[src/rtl/mac_pkg.sv]
// Shared defaults and FSM state type for the sequencing MAC accumulator.
package mac_pkg;

    localparam int BW_DEF      = 4;
    localparam int PSUM_BW_DEF = 16;
    localparam int LEN_DEF     = 8;

    typedef enum logic {
        ACC   = 1'b0,
        DRAIN = 1'b1
    } state_t;

endpackage

[src/rtl/mac_acc_seq_if.sv]
// Pair-in / psum-out handshake bundle for mac_acc_seq; the slave modport is the accumulator side.
interface mac_acc_seq_if import mac_pkg::*; #(
    parameter int BW      = BW_DEF,
    parameter int PSUM_BW = PSUM_BW_DEF
);

    // valid/ready: a transfer happens on a rising edge where valid && ready; the
    // sender holds valid and data stable until then, and ready may depend on valid.
    logic               in_valid;
    logic               in_ready;
    logic [BW-1:0]      in_a;
    logic [BW-1:0]      in_b;
    logic               out_valid;
    logic               out_ready;
    logic [PSUM_BW-1:0] out_psum;
    logic               out_ovf;

    modport master (
        output in_valid, in_a, in_b, out_ready,
        input  in_ready, out_valid, out_psum, out_ovf
    );

    modport slave (
        input  in_valid, in_a, in_b, out_ready,
        output in_ready, out_valid, out_psum, out_ovf
    );

endinterface

[src/rtl/mac_acc_add.sv]
// Combinational product (unsigned a x signed b) plus running psum with overflow detect.
// Define MAC_ACC_SAT_EN to clamp each add instead of wrapping.
module mac_acc_add import mac_pkg::*; #(
    parameter int BW      = BW_DEF,
    parameter int PSUM_BW = PSUM_BW_DEF
) (
    input  logic [BW-1:0]      a,
    input  logic [BW-1:0]      b,
    input  logic [PSUM_BW-1:0] base,
    output logic [PSUM_BW-1:0] sum,
    output logic               ovf
);

    logic [PSUM_BW-1:0] a_ext;
    logic [PSUM_BW-1:0] b_ext;
    logic [PSUM_BW-1:0] product;
    logic [PSUM_BW:0]   wide;
    logic               wrap_ovf;

    assign a_ext = {{(PSUM_BW-BW){1'b0}}, a};
    assign b_ext = {{(PSUM_BW-BW){b[BW-1]}}, b};
    // The low PSUM_BW bits of a product are identical for signed and unsigned operands.
    assign product = a_ext * b_ext;

    assign wide     = {base[PSUM_BW-1], base} + {product[PSUM_BW-1], product};
    assign wrap_ovf = wide[PSUM_BW] ^ wide[PSUM_BW-1];
    assign ovf      = wrap_ovf;

`ifdef MAC_ACC_SAT_EN
    localparam logic [PSUM_BW-1:0] SAT_MAX = {1'b0, {(PSUM_BW-1){1'b1}}};
    localparam logic [PSUM_BW-1:0] SAT_MIN = {1'b1, {(PSUM_BW-1){1'b0}}};

    // The extra top bit of wide is the true sign, so it picks the clamp direction.
    always_comb begin
        sum = wide[PSUM_BW-1:0];
        if (wrap_ovf) begin
            sum = wide[PSUM_BW] ? SAT_MIN : SAT_MAX;
        end
    end
`else
    assign sum = wide[PSUM_BW-1:0];
`endif

endmodule

[src/rtl/mac_acc_seq.sv]
// Accumulates LEN (activation, weight) products per vector and emits one signed psum.
// Optional MAC_ACC_SAT_EN selects saturating adds (see mac_acc_add).
module mac_acc_seq import mac_pkg::*; #(
    parameter int BW      = BW_DEF,
    parameter int PSUM_BW = PSUM_BW_DEF,
    parameter int LEN     = LEN_DEF
) (
    input  logic                    clk,
    input  logic                    reset,
    mac_acc_seq_if.slave            bus,
    output state_t                  dbg_state,
    output logic [$clog2(LEN)-1:0]  dbg_cnt,
    output logic [PSUM_BW-1:0]      dbg_psum
);

    localparam int               CNT_W = $clog2(LEN);
    localparam logic [CNT_W-1:0] LAST  = CNT_W'(LEN - 1);

    state_t             state;
    logic [CNT_W-1:0]   cnt;
    logic [PSUM_BW-1:0] psum;
    logic               ovf_acc;

    logic               accept;
    logic               first;
    logic [PSUM_BW-1:0] base;
    logic [PSUM_BW-1:0] sum;
    logic               add_ovf;
    logic               ovf_next;

    // DRAIN passes out_ready straight through so term 0 of the next vector overlaps the result handoff.
    assign bus.in_ready = (state == ACC) ? 1'b1 : bus.out_ready;
    assign accept       = bus.in_valid && bus.in_ready;

    assign first    = (cnt == '0);
    assign base     = first ? '0 : psum;
    assign ovf_next = (!first && ovf_acc) || add_ovf;

    mac_acc_add #(
        .BW      (BW),
        .PSUM_BW (PSUM_BW)
    ) u_add (
        .a    (bus.in_a),
        .b    (bus.in_b),
        .base (base),
        .sum  (sum),
        .ovf  (add_ovf)
    );

    always_ff @(posedge clk or posedge reset) begin
        if (reset) begin
            state         <= ACC;
            cnt           <= '0;
            psum          <= '0;
            ovf_acc       <= 1'b0;
            bus.out_psum  <= '0;
            bus.out_ovf   <= 1'b0;
            bus.out_valid <= 1'b0;
        end else begin
            case (state)
                ACC: begin
                    if (accept) begin
                        psum    <= sum;
                        ovf_acc <= ovf_next;
                        if (cnt == LAST) begin
                            cnt           <= '0;
                            bus.out_psum  <= sum;
                            bus.out_ovf   <= ovf_next;
                            bus.out_valid <= 1'b1;
                            state         <= DRAIN;
                        end else begin
                            cnt <= cnt + 1'b1;
                        end
                    end
                end
                DRAIN: begin
                    if (bus.out_ready) begin
                        bus.out_valid <= 1'b0;
                        state         <= ACC;
                        if (accept) begin
                            psum    <= sum;
                            ovf_acc <= ovf_next;
                            cnt     <= CNT_W'(1);
                        end else begin
                            cnt <= '0;
                        end
                    end
                end
                default: state <= ACC;
            endcase
        end
    end

    assign dbg_state = state;
    assign dbg_cnt   = cnt;
    assign dbg_psum  = psum;

endmodule

[src/flat_wrapper.sv]
// flat-port wrapper written by rule: the top's interface ports become plain ports
module mac_acc_seq_flat import mac_pkg::*;
#(
    parameter int BW      = BW_DEF,
    parameter int PSUM_BW = PSUM_BW_DEF,
    parameter int LEN     = LEN_DEF
)
  (clk, reset, dbg_state, dbg_cnt, dbg_psum, bus_in_valid, bus_in_a, bus_in_b, bus_out_ready, bus_in_ready, bus_out_valid, bus_out_psum, bus_out_ovf);
  mac_acc_seq_if #(.BW(BW), .PSUM_BW(PSUM_BW)) bus_i ();
  input  logic clk;
  input  logic reset;
  output state_t dbg_state;
  output logic [$clog2(LEN)-1:0] dbg_cnt;
  output logic [PSUM_BW-1:0] dbg_psum;
  input wire logic [$bits(bus_i.in_valid)-1:0] bus_in_valid;
  input wire logic [$bits(bus_i.in_a)-1:0] bus_in_a;
  input wire logic [$bits(bus_i.in_b)-1:0] bus_in_b;
  input wire logic [$bits(bus_i.out_ready)-1:0] bus_out_ready;
  output wire logic [$bits(bus_i.in_ready)-1:0] bus_in_ready;
  output wire logic [$bits(bus_i.out_valid)-1:0] bus_out_valid;
  output wire logic [$bits(bus_i.out_psum)-1:0] bus_out_psum;
  output wire logic [$bits(bus_i.out_ovf)-1:0] bus_out_ovf;
  assign bus_i.in_valid = bus_in_valid;
  assign bus_i.in_a = bus_in_a;
  assign bus_i.in_b = bus_in_b;
  assign bus_i.out_ready = bus_out_ready;
  assign bus_in_ready = bus_i.in_ready;
  assign bus_out_valid = bus_i.out_valid;
  assign bus_out_psum = bus_i.out_psum;
  assign bus_out_ovf = bus_i.out_ovf;
  mac_acc_seq #(.BW(BW), .PSUM_BW(PSUM_BW), .LEN(LEN)) u_core (.clk(clk), .reset(reset), .bus(bus_i), .dbg_state(dbg_state), .dbg_cnt(dbg_cnt), .dbg_psum(dbg_psum));
endmodule
[config.mk]
export PLATFORM = sky130hd
export DESIGN_NAME = mac_acc_seq_flat
export DESIGN_NICKNAME = d
export VERILOG_FILES = /design/src/rtl/mac_pkg.sv /design/src/rtl/mac_acc_seq_if.sv /design/src/rtl/mac_acc_add.sv /design/src/rtl/mac_acc_seq.sv /design/src/flat_wrapper.sv
export SDC_FILE = /design/constraint.sdc
export NUM_CORES = 1
export LEC_CHECK = 0
export CAP_MARGIN = 20
export CORE_MARGIN = 3
export CORE_UTILIZATION = 58
export DETAILED_ROUTE_END_ITERATION = 12
export PLACE_DENSITY = 0.87
export SYNTH_ARGS = -nofsm -noshare
export SYNTH_HDL_FRONTEND = slang
export SYNTH_SLANG_ARGS = --single-unit
export TNS_END_PERCENT = 1
[constraint.sdc]
create_clock -name clk -period 12.2 [get_ports clk]
set_clock_uncertainty 0.05 [all_clocks]
set_input_delay 2.44 -clock clk [delete_from_list [all_inputs] [get_ports clk]]
set_output_delay 2.44 -clock clk [all_outputs]
set_load 0.01 [all_outputs]
## After elaboration in Yosys (flattened, before gate mapping)

Index checks and enable logic that the tools add are counted.

- Register bits after elaboration: 39
- Bits in latches: 0
- Memory bits (writable): 0
- Bits in read-only memories: 0
- Input bits: 12
- Output and inout port bits: 39
- Word-level logic and storage cells: 45
- Memories kept: 0

- Add/subtract/negate cells: 2
- $mul: 1
- Divide/modulo/power cells: 0
- Order comparisons: 0
- Equality and inequality tests: 4
- Shift-type cells: 0
- Multiplexer cells: 21
- Bitwise gates (word level): 2
- Reductions and logical operators: 8

Operator list:

| operator | count |
|---|---|
| $mux W16 | 3 |
| $pmux W16 S2 | 1 |
| $add A16 B9 Y17 | 1 |
| $mux W1 | 10 |
| $mul A5 B4 Y9 | 1 |
| $mux W3 | 3 |
| $pmux W1 S2 | 3 |
| $pmux W3 S2 | 1 |
| $reduce_and A3 Y1 | 2 |
| $ne A2 B2 Y1 const B | 2 |
| $add A3 B1 Y3 const B | 1 |
| $eq A3 B3 Y1 const B | 1 |
| $logic_not A3 Y1 | 1 |
| $logic_and A1 B1 Y1 | 2 |
| $ne A2 B1 Y1 const B | 1 |
| $reduce_and A2 Y1 | 1 |
| $logic_not A1 Y1 | 1 |
| $logic_or A1 B1 Y1 | 1 |
| $not A1 Y1 | 1 |
| $xor A1 B1 Y1 | 1 |

## Depth between registers and ports, before layout

Gate-level depths: netlist (run 1).

- Word-level depth: 8
- Depth in mapped cells: 19
- Gate-level depth less buffers: 18

## By module

From an unflattened synthesis (run 1), not the netlist that was laid out.

- Cells, all modules: 266
- Area total of the unflattened synthesis: 3108.0 um2

By module, submodules not included:

| module | instances | cells each | area each (um2) | sequential area each (um2) |
|---|---|---|---|---|
| mac_acc_seq | 1 | 118 | 1778.0 | 975.9 |
| mac_acc_add | 1 | 148 | 1330.0 | 0.0 |

## Least setup slack after synthesis (run 1)

Ideal clock, no wire load.

- Kind: input-to-reg
- From: input port bus_in_a[0]
- To: register u_core.bus.out_ovf
- Setup time: 0.073 ns
- Arrival: 5.874 ns
- Required time: 12.077 ns
- Slack: 6.203 ns
- Stages: 13
- Path buffers: 0
- Cell sequence: nand2b_1 > fa_1 > fa_1 > fa_1 > inv_1 > fa_1 > a21o_1 > nand3_2 > a31oi_2 > a41oi_2 > o21ai_2 > xnor3_1 > a21oi_2

- Longest elaborated chain between the ends: 4

Ends and longest elaborated chain:

| element | line | source |
|---|---|---|
| start: declaration | flat_wrapper.sv:16 | `input wire logic [$bits(bus_i.in_a)-1:0] bus_in_a;` |
| $mul A5 B4 Y9 | mac_acc_add.sv:23 | `assign product = a_ext * b_ext;` |
| $add A16 B9 Y17 | mac_acc_add.sv:25 | `assign wide = {base[PSUM_BW-1], base} + {product[PSUM_BW-1], product};` |
| $xor A1 B1 Y1 | mac_acc_add.sv:26 | `assign wrap_ovf = wide[PSUM_BW] ^ wide[PSUM_BW-1];` |
| $logic_or A1 B1 Y1 | mac_acc_seq.sv:37 | `assign ovf_next = (!first && ovf_acc) \|\| add_ovf;` |
| end signal: assignment | mac_acc_seq.sv:68 | `bus.out_ovf <= ovf_next;` |
| end: declaration | mac_acc_seq_if.sv:25 | `output in_ready, out_valid, out_psum, out_ovf` |

Every way passes these cells.
A chain may end at the register's enable or synchronous reset.

## Worst setup path after layout (run 1)

- From: input port bus_in_b[3]
- To: register u_core.ovf_acc

- Longest elaborated chain between the ends: 7

Ends and longest elaborated chain:

| element | line | source |
|---|---|---|
| start: declaration | flat_wrapper.sv:17 | `input wire logic [$bits(bus_i.in_b)-1:0] bus_in_b;` |
| $mul A5 B4 Y9 * | mac_acc_add.sv:23 |  |
| $add A16 B9 Y17 * | mac_acc_add.sv:25 |  |
| $xor A1 B1 Y1 * | mac_acc_add.sv:26 |  |
| $logic_or A1 B1 Y1 * | mac_acc_seq.sv:37 |  |
| $mux W1 * | mac_acc_seq.sv:62, mac_acc_seq.sv:80 |  |
| $mux W1 | mac_acc_seq.sv:77 | `if (bus.out_ready) begin` |
| $pmux W1 S2 * | mac_acc_seq.sv:60 | `case (state)` |
| end signal: assignment | mac_acc_seq.sv:64 | `ovf_acc <= ovf_next;` |
| end signal: assignment | mac_acc_seq.sv:82 | `ovf_acc <= ovf_next;` |
| end: declaration | mac_acc_seq.sv:22 | `logic ovf_acc;` |

Mark *: on every way between the ends. The rest lies on a longest branch, timed or not. The select of a mux whose other input is x is not followed.

==> reports/qor.csv, run 1 <==
metric;value;unit
wl_per_cell;15.7;µm
grt_first_pass_wirelength;11400;µm
start_util;60.6;%
fp.dieArea;5890;µm²
core;4790;µm²
required;12.37;ns
clock_latency;0.30;ns
cts_sinks;39;
dp.final_hpwl;4910;µm
drcViolationCount;0;
yosysSeqAreaShare;33.6;%
use_met2;40.6;%
synth-main-ff-cell;dfrtp_1;
rsz0062_at_grt;no;
drtAntennaViolNets;0;
die_h;76.7;µm
final_area;3600;µm²
vias;2265;
cts-buffers-inserted;5;
path_max_fanout;12;
rows;25;
yosys_warnings;0;
synthesis.nets;362;
wl;6490;µm
worstMarginPinSlew;0.920;ns
ir_drop;0.000162;V
synthCells;295;
cts_tree;done;
max_cap_violations;0;
ioPinCount;51;
syn_avg_cell_area;9.84;µm²
area_growth;24.2;%
dieWidth;76.7;µm
cts.repair.resized;0;
clk_pin_slew_worst_paths;0.08;ns
grt_use_met1;30.8;%
endpoint_kind;flop;
root_buffer;clkbuf_8;
cp-start-kind;input pin;
drtPass1Iterations;4;
slew_headroom;38.5;%
ctsLongestPathBuffers;2;
placed_area;3470;µm²
powerDensity;301;nW/µm²
grt_pass1_vias;2411;
via_per_inst;5.47;
ys_ff_latch;39;
post_cts_buffers;0;
synth_async_sr_flop_share;100;%
p_leak;1.73;nW
port_buffers;50;
busiest_layer;met2;
n_antenna_cell;0;
grt_overflow;0;
met3_usage;4.46;%
synth_cell_types;32;
track_usage;23.9;%
nets;413;
gp_congestion;0.841;
first_iter_violations;83;
drv_slew;0;
fmax;146;MHz
final_util;75.3;%
setup_violations;0;
cts.htree.levels;2;
period_needed;6.85;ns
cp_data_arrival_time;7.02;ns
grt_max_degree;40;
drive_above_1_share;7.78;%
synth_edf_count;0;
status;completed;
nFillCells;342;
post-route-period-util;56.1;%
hp-class;reg -> reg;
path_class;in -> reg;
tns;0;ns
syn-cell-area;2900;µm²
antenna_found_initial;0;
ctsHoldBuffers;0;
hold_viol_final;0;
[Yosys cell counts (all sizes together) (2+ instances only)]
library cell	n	area [µm²]
a22o	2	17.5
xnor2	4	35.0
a21o	2	15.0
inv	26	97.6
nand2b	4	25.0
ha	43	538
clkbuf	7	26.3
a21oi	17	92.6
and2	24	150
mux2	10	113
nor2b	2	12.5
xor2	8	70.1
o21ai	31	163
nand2	41	154
fa	12	240
nand3	4	25.0
nor2	8	30.0
dfrtp	39	976
[final timing paths]
| path | end | cells past startpoint | start | slack (ns) |
|---|---|---|---|---|
| max | u_core.ovf_acc | 16 | bus_in_b[3] | 5.35 |
| min | u_core.bus.out_psum[10] | 2 | u_core.bus.out_psum[10] | 0.44 |
| max reg2reg | u_core.dbg_psum[14] | 17 | u_core.dbg_cnt[0] | 7.26 |
| min reg2reg | u_core.bus.out_psum[10] | 2 | u_core.bus.out_psum[10] | 0.44 |
| max in group asynchronous | u_core.dbg_psum[11] | 3 | reset | 9.23 |
| min in group asynchronous | u_core.dbg_cnt[2] | 3 | reset | 2.51 |
[kinds of logic (layout without fill, tap and decap cells)]
logic type,count (synthesis),in the layout,synth area share [%]
buf+inv,33,85,4.27
flops,39,39,33.6
simple gates,85,85,14.2
compound gates,60,60,12.8
fa+ha+maj,55,55,26.8
xor+xnor,13,13,4.40
mux,10,10,3.88
[layer usage]
metal | wire length (µm) | part of all wire, % | vias to the layer above
li1 | - | - | 1090
met3 | 228 | 3.5 | 11
met4 | 102 | 1.6 | 0
met5 | 0 | 0 | -
met2 | 3220 | 50 | 61
met1 | 2940 | 45 | 1103
[worst max-delay path, cell delays in order]
cell             delay [ns]
clkdlybuf4s50_1        0.82
inv_1                  0.20
nor2_1                 0.19
fa_1                   0.45
fa_1                   0.54
inv_1                  0.05
fa_1                   0.53
inv_1                  0.04
ha_1                   0.34
a21o_1                 0.16
nand3_2                0.10
a31oi_2                0.27
a41oi_2                0.20
o21ai_2                0.19
xnor3_1                0.36
o21ai_2                0.12
[cell usage in the layout (no fill, tap or decap)]
cell type        synthesis  layout
xor2_1                   8       8
a41oi_2                  1       1
clkdlybuf4s50_1          0      50
a21oi_2                  2       2
inv_1                   26      26
mux2_2                  10      10
a31oi_2                  1       1
and2_1                  24      24
nor3b_1                  1       1
o21a_1                   1       1
a311o_1                  1       1
clkinvlp_4               0       1
a21o_1                   2       2
nor2b_1                  2       2
o211ai_2                 1       1
a32o_1                   1       1
nand3_1                  3       3
ha_1                    43      43
nand3_2                  1       1
nand2b_1                 4       4
xnor2_1                  4       4
nor2_1                   8       8
buf_4                    0       1
nand3b_1                 1       1
dfrtp_1                 39      39
fa_1                    12      12
o21ai_2                  2       2
a21oi_1                 15      15
nand2_1                 41      41
xnor3_1                  1       1
o31ai_1                  1       1
o21ai_0                 29      29
bufinv_16                0       2
o21bai_1                 1       1
a22o_1                   2       2
clkbuf_8                 0       5
[report_power, final]
| group | internal (W) | switching, W | leakage, nW |
|---|---|---|---|
| Combinational | 0.000338 | 0.000382 | 1.18 |
| Sequential | 0.000192 | 0.0000426 | 0.484 |
| Clock | 0.0000816 | 0.0000503 | 0.0644 |
[stage by stage]
| stage | hold slack (ns) | setup slack, ns | power, W | std cells |
|---|---|---|---|---|
| after CTS | 0.439 | 5.35 | 0.00109 | 414 |
| after floorplan | 0.443 | 6.20 | 0.000699 | 295 |
| after global placement | 0.414 | 5.18 | 0.000910 | 406 |
| after detailed placement | 0.421 | 5.05 | 0.000944 | 406 |
| after global routing | 0.486 | 5.10 | 0.00118 | 414 |
| final | 0.435 | 5.35 | 0.00109 | 414 |
[sequential cells by signal, indices dropped and copies added (netlist names)]
name,flops
u_core.ovf_acc,1
u_core.dbg_state,1
u_core.bus.out_ovf,1
u_core.bus.out_psum,16
u_core.dbg_psum,16
u_core.dbg_cnt,3
u_core.bus.out_valid,1
[final cells by class]
| class | instances | area (µm²) | area share, % |
|---|---|---|---|
| Clock inverter | 3 | 67.6 | 1.87 |
| Timing Repair Buffer | 51 | 508 | 14.1 |
| Multi-Input combinational cell | 223 | 1800 | 50.0 |
| Sequential cell | 39 | 976 | 27.1 |
| Clock buffer | 5 | 68.8 | 1.91 |
| Inverter | 26 | 97.6 | 2.71 |
| Tap cell | 67 | 83.8 | 2.33 |
No activity file was read; power rests on OpenSTA's default activity.
==> inputs of run 2 (changes only) <==
Settings changed: CORE_UTILIZATION 58 to 48, PLACE_DENSITY 0.87 to 0.77.
Clock period 12.2 ns to 5.9 ns, I/O delays scaled along.
==> reports/qor.csv, run 2 (synthesis results as in run 1) <==
metric;value;unit
status;completed;
clock_latency;0.30;ns
start_util;51.1;%
min_to;u_core.bus.out_psum[6];
die_h;83.8;µm
core;5680;µm²
tns;0;ns
fp.dieArea;7010;µm²
ff2ff_setup_slack;1.27;ns
track_usage;19.3;%
drv_slew;0;
ioPinCount;51;
cp_data_arrival_time;5.43;ns
ctsLongestPathBuffers;2;
n_antenna_cell;0;
setup_violations;0;
dp.final_hpwl;4590;µm
via_per_inst;5.28;
holdCritStartpoint;u_core.bus.out_psum[6];
area_growth;24.9;%
dieWidth;83.8;µm
slew_headroom;34.8;%
endpoint_kind;flop;
cts_sinks;39;
root_buffer;clkbuf_8;
ir_drop;0.000338;V
post_cts_buffers;0;
worst_path_max_delay_cell;clkdlybuf4s50_1;
fmax;190;MHz
port_buffers;50;
cts.repair.resized;0;
reg2reg_depth;18;
nFillCells;477;
multiInputGateArea;1800;µm²
seqCellArea;976;µm²
rsz0062_at_grt;no;
crit_family;adder cells;
clk_pin_slew_worst_paths;0.08;ns
drive_above_1_share;8.31;%
hp-class;reg -> reg;
antenna_found_initial;0;
worstHoldPathCells;2;
vias;2221;
wl_per_cell;14.4;µm
grt_pass1_vias;2357;
reg2reg_to;u_core.ovf_acc;
pre_cts_ws;0.327;ns
period_needed;5.27;ns
required;6.07;ns
hold_viol_final;0;
reg2reg_from;u_core.dbg_cnt[0];
final_common_cell;clkdlybuf4s50_1;
max_cap_violations;0;
layout_common_cells;clkdlybuf4s50_1 (50), ha_1 (43), nand2_1 (41);
cp-start-kind;input pin;
cts_tree;done;
grt_first_pass_wirelength;11100;µm
cts-buffers-inserted;5;
cp_num_buf_inv;4;
cts.htree.levels;2;
drtAntennaViolNets;0;
grt_overflow;0;
nets;415;
drtPass1Iterations;4;
gp_congestion;0.842;
max_stage_delay;0.61;ns
path_max_fanout;4;
path_cells;clkdlybuf4s50_1 -> inv_1 -> nor2_1 -> fa_1 -> fa_1 -> inv_1 -> fa_1 -> inv_1 -> ha_1 -> a21o_1 -> nand3_2 -> a31oi_2 -> a41oi_2 -> o21ai_2 -> xnor3_1 -> o21ai_2;
worstMarginPinSlew;0.975;ns
fin_ws;0.632;ns
grt_max_degree;40;
post-route-period-util;89.3;%
wl;6050;µm
p_leak;1.74;nW
rows;27;
drcViolationCount;0;
path_class;in -> reg;
first_iter_violations;82;
powerDensity;607;nW/µm²
ctsHoldBuffers;0;
## run 2: cell types whose count changed in the layout (fill, tap and decap cells not counted)
cell   previous run  this run
buf_4             1         3
## run 2: metal layers
metal	vias to the layer above	global-route usage, %	wire, µm
met4	0	5.56	89
met1	1073	26.2	2900
met5	-	0	0
met3	8	4.74	309
li1	1095	-	-
met2	45	30.5	2750
## run 2: worst register-to-register path, stage by stage (launching register included)
cell and delay, ns:
dfrtp_1 0.44, inv_1 0.08, ha_1 0.14, nand2b_1 0.05, buf_4 0.19, and2_1 0.19
fa_1 0.47, inv_1 0.05, fa_1 0.46, fa_1 0.54, inv_1 0.07, fa_1 0.46
a21o_1 0.22, nand3_2 0.09, a31oi_2 0.11, a41oi_2 0.30, o21ai_2 0.11, xnor3_1 0.40
o21ai_2 0.13
## run 2: area by class of cell
| type | count | area share, % |
|---|---|---|
| Multi-Input combinational cell | 223 | 49.7 |
| Tap cell | 72 | 2.49 |
| Clock inverter | 3 | 1.86 |
| Clock buffer | 5 | 1.90 |
| Inverter | 26 | 2.69 |
| Sequential cell | 39 | 26.9 |
| Timing Repair Buffer | 53 | 14.4 |
## run 2: power by group
part	internal, W	leakage (nW)	switching, W
sequential	0.000397	0.484	0.0000820
clock	0.000169	0.0644	0.000101
combinational	0.000698	1.19	0.000754
## run 2: metrics by stage
stage	std cells	hold WS, ns	util (%)	cell area (µm²)	power (W)
after CTS	421	0.443	63.9	3620	0.00223
after floorplan	295	0.443	-	2900	0.00144
after detailed placement	413	0.423	61.5	3490	0.00193
final	421	0.432	63.9	3620	0.00220
after global placement	413	0.412	61.5	3490	0.00190
after global routing	421	0.473	63.9	3620	0.00244
## run 2: worst max-delay path by stage
stage | from | to | slack, ns | depth (start not counted)
after floorplan | bus_in_a[0] | u_core.bus.out_ovf | 1.16 | 13
after global placement | bus_in_b[3] | u_core.ovf_acc | 0.44 | 16
after detailed placement | bus_in_b[3] | u_core.ovf_acc | 0.33 | 16
after CTS | bus_in_b[3] | u_core.ovf_acc | 0.61 | 16
after global routing | bus_in_b[3] | u_core.ovf_acc | 0.34 | 16
final | bus_in_b[3] | u_core.ovf_acc | 0.63 | 16
==> inputs of run 3 (changes only) <==
Settings changed: CAP_MARGIN 20 to not set, PLACE_DENSITY 0.77 to 0.82.
==> reports/qor.csv, run 3 (synthesis results as in run 1) <==
metric;value;unit
grt_first_pass_wirelength;11300;µm
cts_sinks;39;
cp_data_arrival_time;5.49;ns
cts.htree.levels;2;
ff2ff_setup_slack;1.18;ns
place_inst;413;
dieWidth;83.8;µm
gp_congestion;0.835;
dp.final_hpwl;4820;µm
reg2reg_to;u_core.bus.out_ovf;
worstHoldPathCells;2;
start_util;51.1;%
drtAntennaViolNets;0;
rsz0062_at_grt;no;
area_growth;24.9;%
required;6.08;ns
status;completed;
core;5680;µm²
powerDensity;614;nW/µm²
drcViolationCount;0;
via_per_inst;5.38;
setup_violations;0;
path_max_fanout;4;
grt_overflow;0;
track_usage;19.5;%
path_class;in -> reg;
reg2reg_depth;18;
cts_tree;done;
worst_path_max_delay_cell;clkdlybuf4s50_1;
root_buffer;clkbuf_8;
p_leak;1.74;nW
ioPinCount;51;
slew_headroom;36.7;%
drive_above_1_share;8.31;%
cts-buffers-inserted;5;
hp-class;reg -> reg;
grt_max_degree;40;
min_to;u_core.bus.out_psum[8];
ctsHoldBuffers;0;
antenna_found_initial;0;
path_cells;clkdlybuf4s50_1 -> inv_1 -> nor2_1 -> fa_1 -> fa_1 -> inv_1 -> fa_1 -> inv_1 -> ha_1 -> a21o_1 -> nand3_2 -> a31oi_2 -> a41oi_2 -> o21ai_2 -> xnor3_1 -> a21oi_2;
n_antenna_cell;0;
fin_cells;421;
endpoint_kind;flop;
reg2reg_from;u_core.dbg_cnt[0];
rows;27;
final_common_cell;clkdlybuf4s50_1;
clock_latency;0.30;ns
cts.repair.resized;0;
grt_pass1_vias;2443;
nets;415;
max_cap_violations;0;
drv_slew;0;
holdCritStartpoint;u_core.bus.out_psum[8];
first_iter_violations;121;
wl_per_cell;15.2;µm
nFillCells;482;
max_stage_delay;0.59;ns
worstMarginPinSlew;0.947;ns
wl;6410;µm
power;0.00223;W
fp.dieArea;7010;µm²
die_h;83.8;µm
tns;0;ns
drtPass1Iterations;4;
hold_viol_final;0;
placed_area;3490;µm²
clk_pin_slew_worst_paths;0.09;ns
port_buffers;50;
vias;2265;
ctsLongestPathBuffers;2;
final_area;3620;µm²
layout_common_cells;clkdlybuf4s50_1 (50), ha_1 (43), nand2_1 (41);
post_cts_buffers;0;
period_needed;5.30;ns
fmax;189;MHz
post-route-period-util;89.9;%
ir_drop;0.000315;V
cp-start-kind;input pin;
[run 3: cell counts in the layout (fill, tap and decap cells not counted)]
No cell type changed its count.
[run 3: routing by layer]
| layer | track usage [%] | wire, µm | vias to the layer above | part of all wire [%] |
|---|---|---|---|---|
| met5 | 0 | 0 | - | 0 |
| met4 | 6.87 | 129 | 0 | 2.0 |
| met3 | 3.75 | 269 | 14 | 4.2 |
| met2 | 34.0 | 3140 | 57 | 49 |
| met1 | 24.0 | 2870 | 1094 | 45 |
| li1 | - | - | 1100 | - |
[run 3: metrics by stage]
stage	worst slack [ns]	utilization (%)	hold WS, ns
finish	0.596	63.9	0.439
global route	0.393	63.9	0.487
CTS	0.606	63.9	0.441
detailed placement	0.324	61.5	0.422
global placement	0.466	61.5	0.410
floorplan	1.16	-	0.443
[run 3: worst max-delay path by stage]
stage	from	to	slack [ns]	depth (start not counted)
after global routing	bus_in_b[3]	u_core.ovf_acc	0.39	16
after CTS	bus_in_b[3]	u_core.bus.out_ovf	0.61	16
after detailed placement	bus_in_b[3]	u_core.ovf_acc	0.32	16
after floorplan	bus_in_a[0]	u_core.bus.out_ovf	1.16	13
final	bus_in_b[3]	u_core.bus.out_ovf	0.60	16
after global placement	bus_in_b[3]	u_core.ovf_acc	0.47	16
[run 3: layout make-up]
cell class	count	area [µm²]	area share (%)
clock inverter	3	67.6	1.86
sequential	39	976	26.9
multi-input combinational	223	1800	49.7
inverter	26	97.6	2.69
clock buffer	5	68.8	1.90
timing repair buffer	53	523	14.4
tap	72	90.1	2.49
[run 3: critical path, delay by kind of cell]
| family | cells | cell delay, ns |
|---|---|---|
| AOI/OAI and AO/OA | 5 | 0.98 |
| and+or+nand+nor | 2 | 0.28 |
| xor gates and xnor gates | 1 | 0.37 |
| adders and majority gates | 4 | 1.86 |
| buffers and inverters | 4 | 0.84 |
[run 3: power breakdown]
part | switching [W] | internal [W]
logic | 0.000770 | 0.000700
registers | 0.0000872 | 0.000397
clock network | 0.000103 | 0.000169
